**src/rtl/kl_arb_queue.sv**
```systemverilog
// kl_arb_queue
// ------------
// KL-bus request concentrator. NCH independent request channels each feed a
// DEPTH-entry first-word-fall-through queue. A round-robin arbiter with a
// handshake lock forwards queue heads to a single memory port. Every issued
// request (read or write) returns exactly one in-order response, which is
// routed back to the originating channel via an OUTS-entry order FIFO of
// channel indices.
//
// Ports
//   clk, rst             single clock, synchronous active-high reset
//   s_req_*              per-channel request fields, channel i packed at
//                        [W*i +: W]; s_req_ready[i] = queue i not full
//   s_resp_*             response fields broadcast to all channels,
//                        s_resp_valid is one-hot on the destination channel
//   m_req_*              memory-side request port (fields from queue head)
//   m_resp_*             memory-side response port
//   outstanding          issued requests still awaiting a response
//   err_unexpected_resp  sticky flag: response arrived with nothing pending

module kl_arb_queue #(
  parameter int NCH   = 2,
  parameter int DEPTH = 2,
  parameter int OUTS  = 4
) (
  input  logic                  clk,
  input  logic                  rst,
  input  logic [NCH*32-1:0]     s_req_addr,
  input  logic [NCH-1:0]        s_req_wen,
  input  logic [NCH*64-1:0]     s_req_wdata,
  input  logic [NCH*8-1:0]      s_req_wmask,
  input  logic [NCH*3-1:0]      s_req_size,
  input  logic [NCH*5-1:0]      s_req_srcid,
  input  logic [NCH-1:0]        s_req_valid,
  output logic [NCH-1:0]        s_req_ready,
  output logic [63:0]           s_resp_rdata,
  output logic                  s_resp_ren,
  output logic [2:0]            s_resp_size,
  output logic [4:0]            s_resp_dstid,
  output logic [NCH-1:0]        s_resp_valid,
  input  logic [NCH-1:0]        s_resp_ready,
  output logic [31:0]           m_req_addr,
  output logic                  m_req_wen,
  output logic [63:0]           m_req_wdata,
  output logic [7:0]            m_req_wmask,
  output logic [2:0]            m_req_size,
  output logic [4:0]            m_req_srcid,
  output logic                  m_req_valid,
  input  logic                  m_req_ready,
  input  logic [63:0]           m_resp_rdata,
  input  logic                  m_resp_ren,
  input  logic [2:0]            m_resp_size,
  input  logic [4:0]            m_resp_dstid,
  input  logic                  m_resp_valid,
  output logic                  m_resp_ready,
  output logic [$clog2(OUTS):0] outstanding,
  output logic                  err_unexpected_resp
);

  // Widths: channel index, queue pointer/count, order FIFO pointer/count.
  // Pointers keep at least one bit so DEPTH=1 / OUTS=1 / NCH=1 still elaborate.
  localparam int CW  = (NCH > 1) ? $clog2(NCH) : 1;
  localparam int QPW = (DEPTH > 1) ? $clog2(DEPTH) : 1;
  localparam int QCW = $clog2(DEPTH) + 1;
  localparam int OPW = (OUTS > 1) ? $clog2(OUTS) : 1;
  localparam int OCW = $clog2(OUTS) + 1;
  // Packed request entry: addr, wen, wdata, wmask, size, srcid
  localparam int RW  = 32 + 1 + 64 + 8 + 3 + 5;

  // Pointer increment with wrap for non-power-of-two-safe behaviour.
  function automatic logic [QPW-1:0] qInc(input logic [QPW-1:0] p);
    if (p == QPW'(DEPTH - 1)) return '0;
    else return p + 1'b1;
  endfunction

  function automatic logic [OPW-1:0] oInc(input logic [OPW-1:0] p);
    if (p == OPW'(OUTS - 1)) return '0;
    else return p + 1'b1;
  endfunction

  // Channel queue state
  logic [RW-1:0]  qMem_q [NCH][DEPTH];
  logic [QPW-1:0] qRd_q  [NCH];
  logic [QPW-1:0] qRd_d  [NCH];
  logic [QPW-1:0] qWr_q  [NCH];
  logic [QPW-1:0] qWr_d  [NCH];
  logic [QCW-1:0] qCnt_q [NCH];
  logic [QCW-1:0] qCnt_d [NCH];
  logic [RW-1:0]  qIn    [NCH];
  logic [RW-1:0]  qHead  [NCH];
  logic [NCH-1:0] qFull;
  logic [NCH-1:0] qEmpty;
  logic [NCH-1:0] qPush;
  logic [NCH-1:0] qPop;

  // Arbiter state
  logic [CW-1:0]  rrPtr_q, rrPtr_d;
  logic           lock_q, lock_d;
  logic [CW-1:0]  lockCh_q, lockCh_d;
  logic [CW-1:0]  rrSel;
  logic [CW-1:0]  rrIdx;
  logic           rrFound;
  logic [CW-1:0]  sel;
  logic           reqFire;

  // Order FIFO state
  logic [CW-1:0]  ordMem_q [OUTS];
  logic [OPW-1:0] ordRd_q, ordRd_d;
  logic [OPW-1:0] ordWr_q, ordWr_d;
  logic [OCW-1:0] ordCnt_q, ordCnt_d;
  logic           ordEmpty;
  logic [CW-1:0]  ordHead;
  logic           respFire;
  logic           errUnexp_q, errUnexp_d;

  // Queue status and push decode. Ready is forced low during reset so an
  // upstream master never sees a handshake that the reset then discards.
  always_comb begin
    for (int i = 0; i < NCH; i++) begin
      qIn[i]    = {s_req_addr[i*32 +: 32], s_req_wen[i],
                   s_req_wdata[i*64 +: 64], s_req_wmask[i*8 +: 8],
                   s_req_size[i*3 +: 3], s_req_srcid[i*5 +: 5]};
      qHead[i]  = qMem_q[i][qRd_q[i]];
      qFull[i]  = (qCnt_q[i] == QCW'(DEPTH));
      qEmpty[i] = (qCnt_q[i] == '0);
      s_req_ready[i] = !qFull[i] && !rst;
      qPush[i]  = s_req_valid[i] && s_req_ready[i];
    end
  end

  // Queue pointer and occupancy next-state; push and pop may coincide.
  always_comb begin
    for (int i = 0; i < NCH; i++) begin
      qRd_d[i]  = qPop[i] ? qInc(qRd_q[i]) : qRd_q[i];
      qWr_d[i]  = qPush[i] ? qInc(qWr_q[i]) : qWr_q[i];
      qCnt_d[i] = qCnt_q[i] + QCW'(qPush[i]) - QCW'(qPop[i]);
    end
  end

  always_ff @(posedge clk) begin
    if (rst) begin
      for (int i = 0; i < NCH; i++) begin
        qRd_q[i]  <= '0;
        qWr_q[i]  <= '0;
        qCnt_q[i] <= '0;
      end
    end else begin
      for (int i = 0; i < NCH; i++) begin
        qRd_q[i]  <= qRd_d[i];
        qWr_q[i]  <= qWr_d[i];
        qCnt_q[i] <= qCnt_d[i];
      end
    end
  end

  // Queue storage carries no reset; validity is tracked by the counters.
  always_ff @(posedge clk) begin
    for (int i = 0; i < NCH; i++) begin
      if (qPush[i]) qMem_q[i][qWr_q[i]] <= qIn[i];
    end
  end

  // Round-robin search from rrPtr. While a request is stalled at memory the
  // lock pins the selection so the presented fields cannot change under it.
  always_comb begin
    rrSel   = rrPtr_q;
    rrIdx   = '0;
    rrFound = 1'b0;
    for (int k = 0; k < NCH; k++) begin
      rrIdx = CW'((int'(rrPtr_q) + k) % NCH);
      if (!rrFound && !qEmpty[rrIdx]) begin
        rrSel   = rrIdx;
        rrFound = 1'b1;
      end
    end

    sel         = lock_q ? lockCh_q : rrSel;
    m_req_valid = rrFound && (ordCnt_q < OCW'(OUTS));
    reqFire     = m_req_valid && m_req_ready;

    {m_req_addr, m_req_wen, m_req_wdata, m_req_wmask, m_req_size,
     m_req_srcid} = qHead[sel];

    for (int i = 0; i < NCH; i++) begin
      qPop[i] = reqFire && (sel == CW'(i));
    end

    rrPtr_d  = rrPtr_q;
    lock_d   = lock_q;
    lockCh_d = lockCh_q;
    if (reqFire) begin
      rrPtr_d = (sel == CW'(NCH - 1)) ? '0 : sel + 1'b1;
      lock_d  = 1'b0;
    end else if (m_req_valid) begin
      lock_d   = 1'b1;
      lockCh_d = sel;
    end
  end

  always_ff @(posedge clk) begin
    if (rst) begin
      rrPtr_q  <= '0;
      lock_q   <= 1'b0;
      lockCh_q <= '0;
    end else begin
      rrPtr_q  <= rrPtr_d;
      lock_q   <= lock_d;
      lockCh_q <= lockCh_d;
    end
  end

  // Response routing. With nothing outstanding the beat is accepted and
  // dropped so a stray response can never wedge the memory side.
  always_comb begin
    ordEmpty     = (ordCnt_q == '0);
    ordHead      = ordMem_q[ordRd_q];
    s_resp_valid = '0;
    for (int i = 0; i < NCH; i++) begin
      s_resp_valid[i] = m_resp_valid && !ordEmpty && (ordHead == CW'(i));
    end
    m_resp_ready = ordEmpty ? 1'b1 : s_resp_ready[ordHead];
    respFire     = m_resp_valid && m_resp_ready && !ordEmpty;

    ordRd_d    = respFire ? oInc(ordRd_q) : ordRd_q;
    ordWr_d    = reqFire ? oInc(ordWr_q) : ordWr_q;
    ordCnt_d   = ordCnt_q + OCW'(reqFire) - OCW'(respFire);
    errUnexp_d = errUnexp_q || (m_resp_valid && ordEmpty);
  end

  always_ff @(posedge clk) begin
    if (rst) begin
      ordRd_q    <= '0;
      ordWr_q    <= '0;
      ordCnt_q   <= '0;
      errUnexp_q <= 1'b0;
    end else begin
      ordRd_q    <= ordRd_d;
      ordWr_q    <= ordWr_d;
      ordCnt_q   <= ordCnt_d;
      errUnexp_q <= errUnexp_d;
    end
  end

  always_ff @(posedge clk) begin
    if (reqFire) ordMem_q[ordWr_q] <= sel;
  end

  assign s_resp_rdata        = m_resp_rdata;
  assign s_resp_ren          = m_resp_ren;
  assign s_resp_size         = m_resp_size;
  assign s_resp_dstid        = m_resp_dstid;
  assign outstanding         = ordCnt_q;
  assign err_unexpected_resp = errUnexp_q;

endmodule

```
**config.mk**
```make
export PLATFORM = sky130hd
export DESIGN_NAME = kl_arb_queue
export DESIGN_NICKNAME = d
export VERILOG_FILES = /design/src/rtl/kl_arb_queue.sv
export SDC_FILE = /design/constraint.sdc
export NUM_CORES = 1
export LEC_CHECK = 0
export BUFFER_PORTS_ARGS = -buffer_cell sky130_fd_sc_hd__buf_2
export CAP_MARGIN = 20
export CORE_AREA = 2 2 197 199
export DETAILED_ROUTE_END_ITERATION = 8
export DIE_AREA = 0 0 199 201
export GPL_ROUTABILITY_DRIVEN = 0
export GPL_TIMING_DRIVEN = 0
export PLACE_DENSITY = 0.83
export SETUP_SLACK_MARGIN = 0.3
export SLEW_MARGIN = 25
export SYNTH_ARGS = -nofsm -noshare
export SYNTH_HDL_FRONTEND = slang
export SYNTH_SLANG_ARGS = --single-unit
export TNS_END_PERCENT = 30
```
**constraint.sdc**
```tcl
create_clock -name clk -period 23.3 [get_ports clk]
set_clock_uncertainty 0.15 [all_clocks]
set_input_delay 6.99 -clock clk [delete_from_list [all_inputs] [get_ports clk]]
set_output_delay 6.99 -clock clk [all_outputs]
set_load 0.01 [all_outputs]
```
==> reports/metrics.yaml, run 1 <==
die_area_um2: 40000
cts_buffer_depth: 3
slew_viol_final: 0
grt_max_degree: 46
cts_tree: "built"
cts_made_buffers: 48
grt_pass1_vias: 11500
synth_top_area_share_pct: 71.9
use_met3_pct: 5.19
rows: 72
drc: 0
grt_pass1_wl_um: 65600
synthToLayoutAreaGrowth_pct: 25.3
postCtsSetupBuffers: 0
critPathCaptureType: "primary output"
overflow: 0
synth_top_area_cell: "edfxtp_1"
slew_headroom_pct: 35.9
grt.busiest_layer: "met2"
cp.arrival_ns: 7.97
die_x_um: 199
drt_iter0_markers: 631
final_common_cell: "edfxtp_1"
drtAntennaViolNets: 0
min_period_ns: 15.11
antenna_found_initial: 22
nets: 1850
synth.ff_latch_count: 477
synth_area_um2: 19000
ctsResizeCount: 0
post-place-ws_ns: 8.20
ys_types: 37
dr_total_vias: 10800
syn-num-nets: 1356
cts_sinks: 477
via_per_inst: 5.15
htree_levels: 2
routed_wirelength_um: 44800
hold_path.class: "reg2reg"
critPathMaxFanout: 10
path_clk_slew_ns: 0.06
use_met1_pct: 24.3
hold_viol: 0
core-area_um2: 38100
grt_use_met2_pct: 39.6
cp-start-kind: "primary input"
finalSetupViolCount: 0
peakVddDrop_mv: 0.0957
leakage_uw: 0.00873
setup.worst_path.class: "in2out"
finalCritPeriodShare_pct: 64.8
worst_slew_pin_slew_ns: 0.962
clock.fmax_mhz: 66.2
syn_avg_cell_area_um2: 18.4
p_per_area_nw_per_um2: 117
tns_ns: 0
clk_latency_ns: 0.55
ctsHoldBuffers: 0
synth_warnings: 0
cts_root_buf: "clkbuf_16"
final_cell_mix: "456 x edfxtp_1, 431 x buf_2, 346 x mux2i_1, 82 x buf_4, 49 x clkbuf_16"
grt_usage_pct: 22.2
place_hpwl_um: 31700
start_util_pct: 50.0
wl_per_cell_um: 21.4
layout-drive-gt1-share_pct: 38.7
fp.dieH_um: 201
dr.pass1.iters: 5
rsz0062_at_grt: "false"
port_buffers: 428
crit_required_ns: 16.16
synth_area_leaders: "edfxtp_1 72%, mux2i_1 18%, buf_4 3.2%"
syn_inst: 1037
worst_slack_ns: 8.19
ioPinCount: 503
ys_seq_area_share_pct: 74.1
cap_violations: 0
status: "finished clean"
[worst max-delay path, stage by stage]
cell      delay (ns)
clkbuf_1        0.32
clkbuf_1        0.38
a21oi_1         0.10
buf_2           0.17
[final timing paths]
path | from | cells past startpoint | slack (ns) | endpoint
setup reg to reg | qCnt_q[0][2] | 7 | 20.32 | qMem_q[0][430]
hold / removal | err_unexpected_resp | 2 | 0.33 | err_unexpected_resp
hold reg to reg | err_unexpected_resp | 2 | 0.33 | err_unexpected_resp
setup / recovery | rst | 4 | 8.19 | s_req_ready[0]
[cells by family after synthesis]
| family | after synthesis | synth area share, % |
|---|---|---|
| AOI/OAI and AO/OA | 14 | 0.532 |
| xor gates and xnor gates | 8 | 0.368 |
| adders and majority gates | 12 | 0.828 |
| buffers and inverters | 128 | 4.42 |
| DFF | 477 | 74.1 |
| muxes | 349 | 18.4 |
| and+or+nand+nor | 49 | 1.29 |
[per-stage QoR]
step	util [%]	area, um2	power (uW)	instances	hold WS [ns]
after global routing	62.6	23900	2900	2099	0.387
final	62.6	23900	2790	2100	0.330
after global placement	57.3	21800	2020	1983	0.298
after detailed placement	58.4	22200	2040	1999	0.318
after CTS	62.5	23800	2820	2083	0.333
after floorplan	-	19000	1670	1037	0.310
[layout make-up]
cell class | instances | area [um2]
diodes | 17 | 42.5
plain buffers | 117 | 800
clock buffers | 64 | 1280
clock inverters | 20 | 282
fillers | 2665 | 14300
inverters | 11 | 41.3
multi-input cells | 432 | 4110
flip-flops and latches | 477 | 14100
well taps | 518 | 648
repair buffers | 444 | 2540
[cell usage after synthesis]
master    number
o31a_1         1
nor3b_1        1
buf_4         82
nor2b_1        8
nand4b_1       1
o211ai_1       1
o211a_1        1
nor2_1        20
mux2_2         1
ha_1          11
buf_6          5
buf_1          5
nand2_1        4
a21oi_1        3
and2_1         7
nor4_1         2
o31ai_1        1
a211oi_1       2
or3_1          1
buf_2          3
and3_1         1
xnor2_1        5
mux4_2         1
buf_8          1
o21ai_1        1
mux2i_1      346
clkbuf_1      21
o21ba_2        1
fa_1           1
edfxtp_1     456
mux2i_2        1
o21ai_0        1
xor2_1         3
o311ai_0       2
nor3_1         4
dfxtp_1       21
inv_1         11
[sequential cells by signal (all words and copies together), names as in the netlist, named ones only]
signal,cells
outstanding,3
qRd_q,2
rrPtr_q,1
qCnt_q,4
ordWr_q,2
qMem_q,452
ordRd_q,2
lockCh_q,1
err_unexpected_resp,1
qWr_q,2
ordMem_q,4
lock_q,1
[report_power, final]
| group | total (uW) | internal, uW | switching (uW) |
|---|---|---|---|
| Sequential | 1050 | 1030 | 26.9 |
| Clock | 767 | 463 | 304 |
| Combinational | 966 | 419 | 547 |
| Total | 2790 | 1910 | 877 |
[layer usage]
layer	share of wire, %	vias up
met2	53	475
li1	-	4925
met1	35	5283
met4	4.7	8
met3	7.0	121
met5	0.12	-
No activity file was read; power rests on OpenSTA's default activity.
==> run 2: changes to the inputs <==
--- a/config.mk
+++ b/config.mk
@@ -7,9 +7,10 @@
 export LEC_CHECK = 0
 export BUFFER_PORTS_ARGS = -buffer_cell sky130_fd_sc_hd__buf_2
 export CAP_MARGIN = 20
-export CORE_AREA = 2 2 197 199
+export CORE_ASPECT_RATIO = 1.1
+export CORE_MARGIN = 2
+export CORE_UTILIZATION = 48
 export DETAILED_ROUTE_END_ITERATION = 8
-export DIE_AREA = 0 0 199 201
 export GPL_ROUTABILITY_DRIVEN = 0
 export GPL_TIMING_DRIVEN = 0
 export PLACE_DENSITY = 0.83
==> constraint.sdc (replaced) <==
create_clock -name clk -period 13.7 [get_ports clk]
set_clock_uncertainty 0.15 [all_clocks]
set_input_delay 4.11 -clock clk [delete_from_list [all_inputs] [get_ports clk]]
set_output_delay 4.11 -clock clk [all_outputs]
set_load 0.01 [all_outputs]
==> run 2 against run 1 <==
  * Power grew 70%
  * Critical path type unchanged
  * Via count up 2.0%
  * Largest cell class unchanged
  * Critical path depth unchanged
  * Critical endpoint unchanged
  * Register-to-register slack lost 9.5 ns
==> reports/metrics.yaml, run 2 (synthesized netlist as in run 1, its figures left out) <==
crit_start: "rst"
r2r_slack_ns: 10.83  # -9.49 ns
dr.pass1.iters: 5  # unchanged
port_buffers: 428  # unchanged
final_common_cell: "edfxtp_1"
p_switching_uw: 1510  # +73%
ioPinCount: 503  # unchanged
finalCritPeriodShare_pct: 68.4
htree_levels: 2  # unchanged
critPathCaptureType: "primary output"
place_hpwl_um: 33800  # +6.6%
p_per_area_nw_per_um2: 199  # +70%
core-area_um2: 39200  # +2.8%
grt_pass1_vias: 11500  # +0.035%
cp-start-kind: "primary input"
r2r-end: "qCnt_q[0][3]"
grt_usage_pct: 22.4  # +0.18 points
grt_pass1_wl_um: 67900  # +3.5%
layout-drive-gt1-share_pct: 38.8  # +0.068 points
p_comb_share_pct: 35.0  # +0.4 points
clock.fmax_mhz: 107
antenna_found_initial: 23  # +4.5%
switching_share_pct: 32.0  # +0.55 points
cts_sinks: 477  # unchanged
final_util_pct: 60.8  # -1.8 points
fill_cells: 2838  # +6.5%
p_int_uw: 3210  # +68%
power_frac_seq_pct: 38.0  # +0.2 points
reg2regPathDepth: 13  # +6
cts_tree: "built"
grt_max_degree: 46  # unchanged
cp.arrival_ns: 5.11  # -2.86 ns
dr_total_vias: 11000  # +2.0%
min_period_ns: 9.37
via_per_inst: 5.27  # +2.3%
drc: 0  # unchanged
cts_made_buffers: 48  # unchanged
routed_wirelength_um: 47800  # +6.7%
crit_end: "s_req_ready[0]"
fp.dieH_um: 213  # +5.9%
finalSetupViolCount: 0  # unchanged
wl_per_cell_um: 22.8  # +7.0%
ctsHoldBuffers: 0  # unchanged
final_cell_mix: "456 x edfxtp_1, 431 x buf_2, 346 x mux2i_1, 82 x buf_4, 49 x clkbuf_16"
hold_path.class: "reg2reg"
tns_ns: 0  # unchanged
hold_viol: 0  # unchanged
reg2reg_from: "qCnt_q[0][3]"
drtAntennaViolNets: 0  # unchanged
cts_root_buf: "clkbuf_16"
die_x_um: 194  # -2.6%
largest_register_ffs: 452  # unchanged
peakVddDrop_mv: 0.137  # +43%
nets: 1851  # +0.054%
whs_ns: 0.334  # +0.00397 ns
rsz0062_at_grt: "false"
overflow: 0  # unchanged
start_util_pct: 48.6  # -1.4 points
slew_headroom_pct: 36.2  # +0.33 points
synthToLayoutAreaGrowth_pct: 25.1
clock_power_share_pct: 27.1  # -0.4 points
leakage_uw: 0.00872  # -0.14%
path_clk_slew_ns: 0.06  # about the same
worst_slew_pin_slew_ns: 0.957  # -0.00495 ns
die_area_um2: 41300  # +3.2%
slew_viol_final: 0  # unchanged
status: "finished clean"
drt_iter0_markers: 562  # -11%
critPathMaxFanout: 10  # unchanged
setup.worst_path.class: "in2out"
post_layout_nonfiller_instances: 2094  # -0.29%
dpl.cell_count: 1989  # -0.50%
postCtsSetupBuffers: 0  # unchanged
crit_required_ns: 9.44  # -6.72 ns
rows: 76  # +5.6%
ctsResizeCount: 0  # unchanged
cts_buffer_depth: 3  # unchanged
clk_latency_ns: 0.56  # about the same
cap_violations: 0  # unchanged
-- run 2: cell count changes in the layout (fill, tap and decap cells not counted) --
| cell | before | now |
|---|---|---|
| buf_16 | 11 | 8 |
| clkinv_2 | 3 | 6 |
| bufinv_16 | 7 | 5 |
| clkinvlp_4 | 1 | 2 |
| clkbuf_1 | 36 | 34 |
| buf_12 | 4 | 8 |
| inv_6 | 3 | 1 |
| clkinv_4 | 0 | 1 |
| clkbuf_8 | 0 | 1 |
| clkinv_1 | 6 | 10 |
-- run 2: worst min path at each step --
| stage | endpoint | slack [ns] | from | depth (start not counted) |
|---|---|---|---|---|
| finish | err_unexpected_resp | 0.33 | err_unexpected_resp | 2 |
| global route | err_unexpected_resp | 0.37 | err_unexpected_resp | 2 |
| CTS | err_unexpected_resp | 0.34 | err_unexpected_resp | 2 |
| detailed placement | err_unexpected_resp | 0.33 | err_unexpected_resp | 2 |
| global placement | err_unexpected_resp | 0.30 | err_unexpected_resp | 2 |
| floorplan | lockCh_q | 0.31 | lockCh_q | 2 |
-- run 2: critical path, cell delays in order --
cell and delay [ns]:
clkbuf_1 0.32, clkbuf_1 0.41, a21oi_1 0.08, buf_2 0.17
-- run 2: area by class of cell --
type	instances	area, um2	area share (%)
timing repair buffer	445	2540	10.7
tap	507	634	2.66
antenna	17	42.5	0.179
buffer	117	800	3.36
multi-input combinational	432	4110	17.2
inverter	11	41.3	0.173
clock buffer	63	1290	5.41
clock inverter	25	250	1.05
sequential	477	14100	59.3
-- run 2: through the flow --
stage                     power (uW)  cell area [um2]  setup slack (ns)
after floorplan                 2850            19000              3.23
after global placement          3450            21800             -1.15
after detailed placement        3490            22200              4.33
after CTS                       4780            23800              4.32
after global routing            4930            23800              4.20
final                           4730            23800              4.33
-- run 2: layer usage --
layer,track usage [%],vias up,routed length (um)
met1,23.7,5465,16600
met2,40.5,482,25300
met4,14.2,10,2720
met3,5.13,124,3170
met5,0,-,62
li1,-,4948,-
-- run 2: power by group through the flow --
stage	clock network, uW	registers [uW]	logic, uW
global placement	0	1850	1600
floorplan	0	1830	1020
global route	1370	1800	1760
finish	1280	1800	1650
CTS	1310	1800	1670
detailed placement	0	1820	1660
